`src/rtl/online_div_sequencer.sv`:
```
// -----------------------------------------------------------------------------
// online_div_sequencer
//
// Control sequencer for a digit-serial (online) radix-2 signed-digit divider.
// It accepts one dividend/divisor digit pair per enable cycle and tells the
// datapath when to step. It also provides register-file addresses and shift
// counts, and captures the quotient digit that the datapath selects.
//
// A division runs through the phases IDLE -> PRELOAD -> ITERATE -> FLUSH -> DONE:
//   PRELOAD  : the first ONLINE_DELAY operand digits are consumed. No quotient
//              digit is produced in this phase.
//   ITERATE  : operand digits are still consumed, and each step also yields a
//              quotient digit.
//   FLUSH    : no operand digits remain. The datapath steps every cycle to
//              drain the last ONLINE_DELAY quotient digits.
//   DONE     : a single cycle with done high.
//
// Digit encoding (2 bits): 10 = +1, 01 = -1, 00 = 0, 11 = 0 (normalised to 00).
//
// Optional feature (compile-time macro):
//   DIV_STALL_CNT_EN : adds output stall_cnt. It counts the cycles in which
//                      operands were wanted but in_valid was low. It clears on
//                      refresh and saturates at 16'hFFFF.
//
// Ports:
//   clk          : clock; all flops use the rising edge
//   asyn_reset   : asynchronous reset, active low
//   start        : request a new division (honoured only in IDLE)
//   x_value      : dividend digit
//   d_value      : divisor digit
//   in_valid     : an operand digit pair is present
//   in_ready     : operand pair is accepted when in_valid & in_ready
//   q_dp         : quotient digit chosen by the datapath in this enable cycle
//   enable       : datapath step strobe
//   refresh      : one-cycle pulse when a division is launched
//   counter      : number of datapath steps taken in this division
//   shift_cnt    : counter - ONLINE_DELAY, floored at 0
//   wr_addr      : register-file write address (low bits of counter)
//   rd_addr      : wr_addr - 1, wrapping modulo 2^ADDR_WIDTH
//   x_value_comp : normalised x_value while in_ready, otherwise 00
//   d_value_comp : normalised d_value while in_ready, otherwise 00
//   q_value      : last captured quotient digit (held between pulses)
//   q_valid      : q_value was updated on the previous edge
//   busy         : a division is in progress (any phase other than IDLE)
//   done         : final cycle of a division
//   stall_cnt    : starved-cycle count (only with DIV_STALL_CNT_EN)
// -----------------------------------------------------------------------------
module online_div_sequencer #(
    parameter int UNROLLING    = 64,
    parameter int ONLINE_DELAY = 3,
    parameter int ADDR_WIDTH   = 7
) (
    input  logic                  clk,
    input  logic                  asyn_reset,
    input  logic                  start,
    input  logic [1:0]            x_value,
    input  logic [1:0]            d_value,
    input  logic                  in_valid,
    output logic                  in_ready,
    input  logic [1:0]            q_dp,
    output logic                  enable,
    output logic                  refresh,
    output logic [10:0]           counter,
    output logic [10:0]           shift_cnt,
    output logic [ADDR_WIDTH-1:0] wr_addr,
    output logic [ADDR_WIDTH-1:0] rd_addr,
    output logic [1:0]            x_value_comp,
    output logic [1:0]            d_value_comp,
    output logic [1:0]            q_value,
    output logic                  q_valid,
    output logic                  busy,
    output logic                  done
`ifdef DIV_STALL_CNT_EN
    ,
    output logic [15:0]           stall_cnt
`endif
);

    localparam int CW = 11;

    // Counter values at which each phase hands over to the next one.
    localparam logic [CW-1:0] PRELOAD_LAST = CW'(ONLINE_DELAY - 1);
    localparam logic [CW-1:0] ITERATE_LAST = CW'(UNROLLING - 1);
    localparam logic [CW-1:0] FLUSH_LAST   = CW'(UNROLLING + ONLINE_DELAY - 1);
    localparam logic [CW-1:0] DELAY_W      = CW'(ONLINE_DELAY);

    localparam logic [2:0] ST_IDLE    = 3'd0;
    localparam logic [2:0] ST_PRELOAD = 3'd1;
    localparam logic [2:0] ST_ITERATE = 3'd2;
    localparam logic [2:0] ST_FLUSH   = 3'd3;
    localparam logic [2:0] ST_DONE    = 3'd4;

    logic [2:0]    state_reg, state_next;
    logic [CW-1:0] counter_reg, counter_next;
    logic [1:0]    q_value_reg;
    logic          q_valid_reg;

    logic          accepting;     // operand digits are wanted in this cycle
    logic          flushing;
    logic          start_accept;  // a start request that will be honoured
    logic          digit_emit;    // this step produces a quotient digit

    // -------------------------------------------------------------------------
    // Digit normalisation. The code 11 is a second encoding of zero and is
    // folded to 00 before it reaches the datapath or the quotient register.
    // Index 0 = x, index 1 = d, index 2 = q.
    // -------------------------------------------------------------------------
    logic [1:0] digit_raw  [3];
    logic [1:0] digit_norm [3];

    assign digit_raw[0] = x_value;
    assign digit_raw[1] = d_value;
    assign digit_raw[2] = q_dp;

    genvar gi;
    generate
        for (gi = 0; gi < 3; gi++) begin : g_norm
            assign digit_norm[gi] = (digit_raw[gi] == 2'b11) ? 2'b00 : digit_raw[gi];
        end
    endgenerate

    // -------------------------------------------------------------------------
    // Handshake and strobes
    // -------------------------------------------------------------------------
    assign accepting    = (state_reg == ST_PRELOAD) || (state_reg == ST_ITERATE);
    assign flushing     = (state_reg == ST_FLUSH);
    assign start_accept = (state_reg == ST_IDLE) && start;

    assign in_ready = accepting;
    assign enable   = accepting ? in_valid : flushing;

    // While reset is low the state is already IDLE. The extra qualifier stops
    // a start that is held during reset from leaking out as a refresh pulse.
    assign refresh  = start_accept && asyn_reset;

    // The first ONLINE_DELAY steps only prime the datapath. After that, every
    // step produces a quotient digit.
    assign digit_emit = enable && (counter_reg >= DELAY_W);

    assign x_value_comp = in_ready ? digit_norm[0] : 2'b00;
    assign d_value_comp = in_ready ? digit_norm[1] : 2'b00;

    // -------------------------------------------------------------------------
    // Next-state and step counter
    // -------------------------------------------------------------------------
    always_comb begin
        state_next   = state_reg;
        counter_next = counter_reg;
        case (state_reg)
            ST_IDLE: begin
                if (start) begin
                    state_next   = ST_PRELOAD;
                    counter_next = '0;
                end
            end
            ST_PRELOAD: begin
                if (enable) begin
                    counter_next = counter_reg + 1'b1;
                    if (counter_reg == PRELOAD_LAST) begin
                        state_next = ST_ITERATE;
                    end
                end
            end
            ST_ITERATE: begin
                if (enable) begin
                    counter_next = counter_reg + 1'b1;
                    if (counter_reg == ITERATE_LAST) begin
                        state_next = ST_FLUSH;
                    end
                end
            end
            ST_FLUSH: begin
                // The datapath steps every cycle here, so the counter always
                // advances.
                counter_next = counter_reg + 1'b1;
                if (counter_reg == FLUSH_LAST) begin
                    state_next = ST_DONE;
                end
            end
            ST_DONE: begin
                // start is deliberately ignored in this cycle.
                state_next = ST_IDLE;
            end
            default: begin
                state_next = ST_IDLE;
            end
        endcase
    end

    always_ff @(posedge clk or negedge asyn_reset) begin
        if (!asyn_reset) begin
            state_reg   <= ST_IDLE;
            counter_reg <= '0;
            q_value_reg <= 2'b00;
            q_valid_reg <= 1'b0;
        end else begin
            state_reg   <= state_next;
            counter_reg <= counter_next;
            q_valid_reg <= digit_emit;
            if (digit_emit) begin
                q_value_reg <= digit_norm[2];
            end
        end
    end

    // -------------------------------------------------------------------------
    // Datapath addressing
    // -------------------------------------------------------------------------
    assign counter   = counter_reg;
    assign shift_cnt = (counter_reg >= DELAY_W) ? (counter_reg - DELAY_W) : '0;
    assign wr_addr   = counter_reg[ADDR_WIDTH-1:0];
    // Reads the slot written by the previous step. Address 0 wraps to all ones.
    assign rd_addr   = wr_addr - ADDR_WIDTH'(1);

    assign q_value = q_value_reg;
    assign q_valid = q_valid_reg;
    assign busy    = (state_reg != ST_IDLE);
    assign done    = (state_reg == ST_DONE);

`ifdef DIV_STALL_CNT_EN
    // -------------------------------------------------------------------------
    // Starvation counter: counts cycles in which operand digits were wanted
    // but none were offered.
    // -------------------------------------------------------------------------
    logic [15:0] stall_cnt_reg;

    always_ff @(posedge clk or negedge asyn_reset) begin
        if (!asyn_reset) begin
            stall_cnt_reg <= '0;
        end else if (start_accept) begin
            stall_cnt_reg <= '0;
        end else if (accepting && !in_valid && (stall_cnt_reg != 16'hFFFF)) begin
            stall_cnt_reg <= stall_cnt_reg + 16'd1;
        end
    end

    assign stall_cnt = stall_cnt_reg;
`endif

endmodule
```
`config.mk`:
```
export PLATFORM = sky130hd
export DESIGN_NAME = online_div_sequencer
export DESIGN_NICKNAME = d
export VERILOG_FILES = /design/src/rtl/online_div_sequencer.sv
export SDC_FILE = /design/constraint.sdc
export NUM_CORES = 1
export LEC_CHECK = 0
export CORE_MARGIN = 2
export CORE_UTILIZATION = 45
export DETAILED_ROUTE_END_ITERATION = 16
export PLACE_DENSITY = 0.82
export SYNTH_ARGS = -nofsm -noshare
export SYNTH_HDL_FRONTEND = slang
export SYNTH_SLANG_ARGS = --single-unit
```
`constraint.sdc`:
```
create_clock -name clk -period 4.92 [get_ports clk]
set_input_delay 0.984 -clock clk [delete_from_list [all_inputs] [get_ports clk]]
set_output_delay 0.984 -clock clk [all_outputs]
set_load 0.05 [all_outputs]
```
==> run_results.csv <==
group,metric,value,unit
place,io_buffers,57,
routing,wl_met1,1629,um
setup_path,cp.arrival,2.88,ns
routing,wirelength,3631,um
power_and_ir_drop,power_per_cell_area,621.3,nW/um^2
setup_path,r2r_slack,2.80,ns
finish,nFillCells,271,
finish,postLayoutCoreUtil,65.33,%
setup_path,path_common_cell,"clkdlybuf4s50_1",
sta,slew_headroom,45.37,%
place,place_hpwl,2776,um
setup_path,cp-start-kind,"input port",
global_routing,grt_max_degree,19,
clock_network,clkSlewWorstSetupHoldPaths,0.10,ns
global_routing,grt_pass1_vias,1221,
setup_path,r2r-end,"counter[10]$_DFFE_PN0P_",
clock_network,ctsResizeCount,0,
sta,tightest_slew,0.8158,ns
routing,num_vias,1456,
logic_synthesis,ys_warn_count,0,
logic_synthesis,ys_seq_elements,17,
sta,fmax,259.1,MHz
routing,drt_iter0_drc,51,
power_and_ir_drop,p_leak,0.0008174,uW
logic_synthesis,async_flop_share,100.0,%
clock_network,cts_buffer_depth,2,
clock_network,cts_max_level,1,
place,place_inst,266,
floorplanning,coreArea,3078,um^2
global_routing,grt_pass1_wl,5761,um
logic_synthesis,syn-num-nets,195,
routing,final_antenna_net_count,0,
global_routing,grt.total_usage,20.41,%
floorplanning,placementRows,20,
sta,drv_slew,0,
floorplanning,start_util,47.44,%
sta,hold_viol,0,
logic_synthesis,ys_types,50,
finish,nets,240,
clock_network,numCtsBuffers,3,
sta,setup_viol,0,
logic_synthesis,synth_cells,182,
floorplanning,dieArea,3716,um^2
setup_path,timing.rr.start,"counter[0]$_DFFE_PN0P_",
worst_hold_path,hp-start,"q_value[1]$_DFFE_PN0P_",
sta,fin_worst_skew,0.007866,ns
finish,final_cell_mix,"clkdlybuf4s50_1 (57), nor2_1 (20), dfrtp_1 (17)",
worst_hold_path,hp-class,"flop to flop",
flow_run,drv_cap,0,
setup_path,critPathMaxFanout,7,
finish,fin_area,2011,um^2
floorplanning,die_h,60.96,um
clock_network,clockRootBuffer,"clkbuf_4",
run_status,status,"finished clean",
finish,largest_reg_flops,11,
routing,wl_met2,1723,um
finish,stdcell_count,270,
routing,first_pass_iters,4,
logic_synthesis,synth_edf_count,0,
global_routing,antenna_found_initial,0,
place,gp_congestion,0.8101,
finish,multi_input_area,879.6,um^2
floorplanning,io_pins,58,
finish,area_delta_synth_final,37.70,%
setup_path,end_kind,"primary output",
setup_path,crit_required,3.94,ns
routing,drt-wirelength-per-cell,13.45,um
logic_synthesis,ys_seq_area_share,29.13,%
sta,fin_crit,3.860,ns
global_routing,grt_overflow,0,
sta,rsz0062_at_grt,"false",
worst_hold_path,min_path_cells,1,
clock_network,holdBufCountCts,0,
finish,antenna_cells,0,
setup_path,cpMaxStageDelayCell,"clkdlybuf4s50_1",
clock_network,cts_setup_buffers,0,
finish,final_common_cell,"clkdlybuf4s50_1",
clock_network,worstSkewPairLatency,0.29,ns
logic_synthesis,synth_ff_type,"dfrtp_1",
floorplanning,die_w,60.96,um
place,placed_area,1983,um^2
finish,drive_gt1_share,6.637,%
clock_network,clock-sinks,17,
setup_path,critPathKind,"input port to primary output",
logic_synthesis,synth_area_per_cell,8.023,um^2
setup_path,crit_chain,"clkdlybuf4s50_1, maj3_1, nand2_1, inv_2, clkdlybuf4s50_1",
worst_hold_path,hold_end,"q_value[1]$_DFFE_PN0P_",
clock_network,tritoncts,"yes",
finish,regArea,425.4,um^2
power_and_ir_drop,ir_worst_vdd,0.0001853,V
sta,fin_ws,1.060,ns
routing,via_per_inst,5.393,
routing,met3_length,268,um
setup_path,slowest_delay,0.70,ns
place,place_ws,1.080,ns
sta,tns,0,ns
logic_synthesis,synth_area,1460,um^2
sta,finalCritPeriodShare,78.46,%
setup_path,reg2reg_depth,5,
routing,top_layer_used,"met4",
routing,drc_errors,0,
==> routing by layer <==
metal,vias to the layer above,GRT usage [%]
li1,718,-
met1,672,29.12
met2,64,33.18
met3,2,2.345
met4,0,4.969
met5,-,0
==> final cells by class <==
cell class              instances  area share, %
repair buffers                 58          28.75
inverters                      12          2.240
multi-input cells             135          43.75
clock buffers                   3          1.120
well taps                      44          2.738
flip-flops and latches         17          21.16
clock inverters                 1         0.2489
==> cells in the mapped netlist (3+ instances only) <==
cell type	instances	area, um^2
xnor2_1	7	61.31
nor3_1	8	40.04
nand2_1	15	56.30
nor3b_1	6	45.04
mux2_1	3	33.78
xor2_1	4	35.03
and2_1	4	25.02
nor2b_1	4	25.02
inv_1	10	37.54
nor2_1	20	75.07
nand3_1	4	20.02
o21ai_1	8	40.04
or3_1	4	25.02
dfrtp_1	17	425.4
ha_1	3	37.54
clkbuf_1	6	22.52
o21ai_0	3	15.01
a21oi_1	6	30.03
buf_4	7	52.55
==> kinds of logic (layout without fill, tap and decap cells) <==
family                   count (synthesis)  in the layout  synth area share [%]
AND/OR/NAND/NOR                         79             79                 29.48
flip-flops                              17             17                 29.13
buffers and inverters                   30             74                 10.63
XOR/XNOR                                11             11                 6.598
multiplexers                             6              6                 5.056
adder cells (fa/ha/maj)                  4              4                 3.257
AO/OA/AOI/OAI                           35             35                 15.85
==> power by group <==
part / leakage (uW) / internal [uW] / switching (uW)
Combinational: 0.000594 / 310 / 616
Clock: 0.0000177 / 30.2 / 43.9
Sequential: 0.000206 / 163 / 85.9
Total: 0.000817 / 503 / 746
==> critical path, delay by kind of cell <==
kind          cells  cell delay, ns
buf+inv           3            1.26
fa+ha+maj         1            0.39
simple gates      1            0.23
==> stage by stage <==
stage / power [uW] / hold WS (ns)
final: 1249 / 0.5276
after global routing: 1310 / 0.5473
after CTS: 1258 / 0.5314
after detailed placement: 1182 / 0.4959
after global placement: 1174 / 0.5007
after floorplan: 931.2 / 0.4850
==> worst max path at each step <==
stage	end	slack, ns	start	depth (start not counted)
6_report	enable	1.06	in_valid	5
5_1_grt	shift_cnt[2]	0.93	counter[4]$_DFFE_PN0P_	5
4_1_cts	shift_cnt[2]	1.04	counter[4]$_DFFE_PN0P_	5
3_5_place_dp	enable	1.08	in_valid	5
3_3_place_gp	enable	1.10	in_valid	5
2_1_floorplan	shift_cnt[2]	1.23	counter[0]$_DFFE_PN0P_	6
Power figures use the tool's default switching activity.
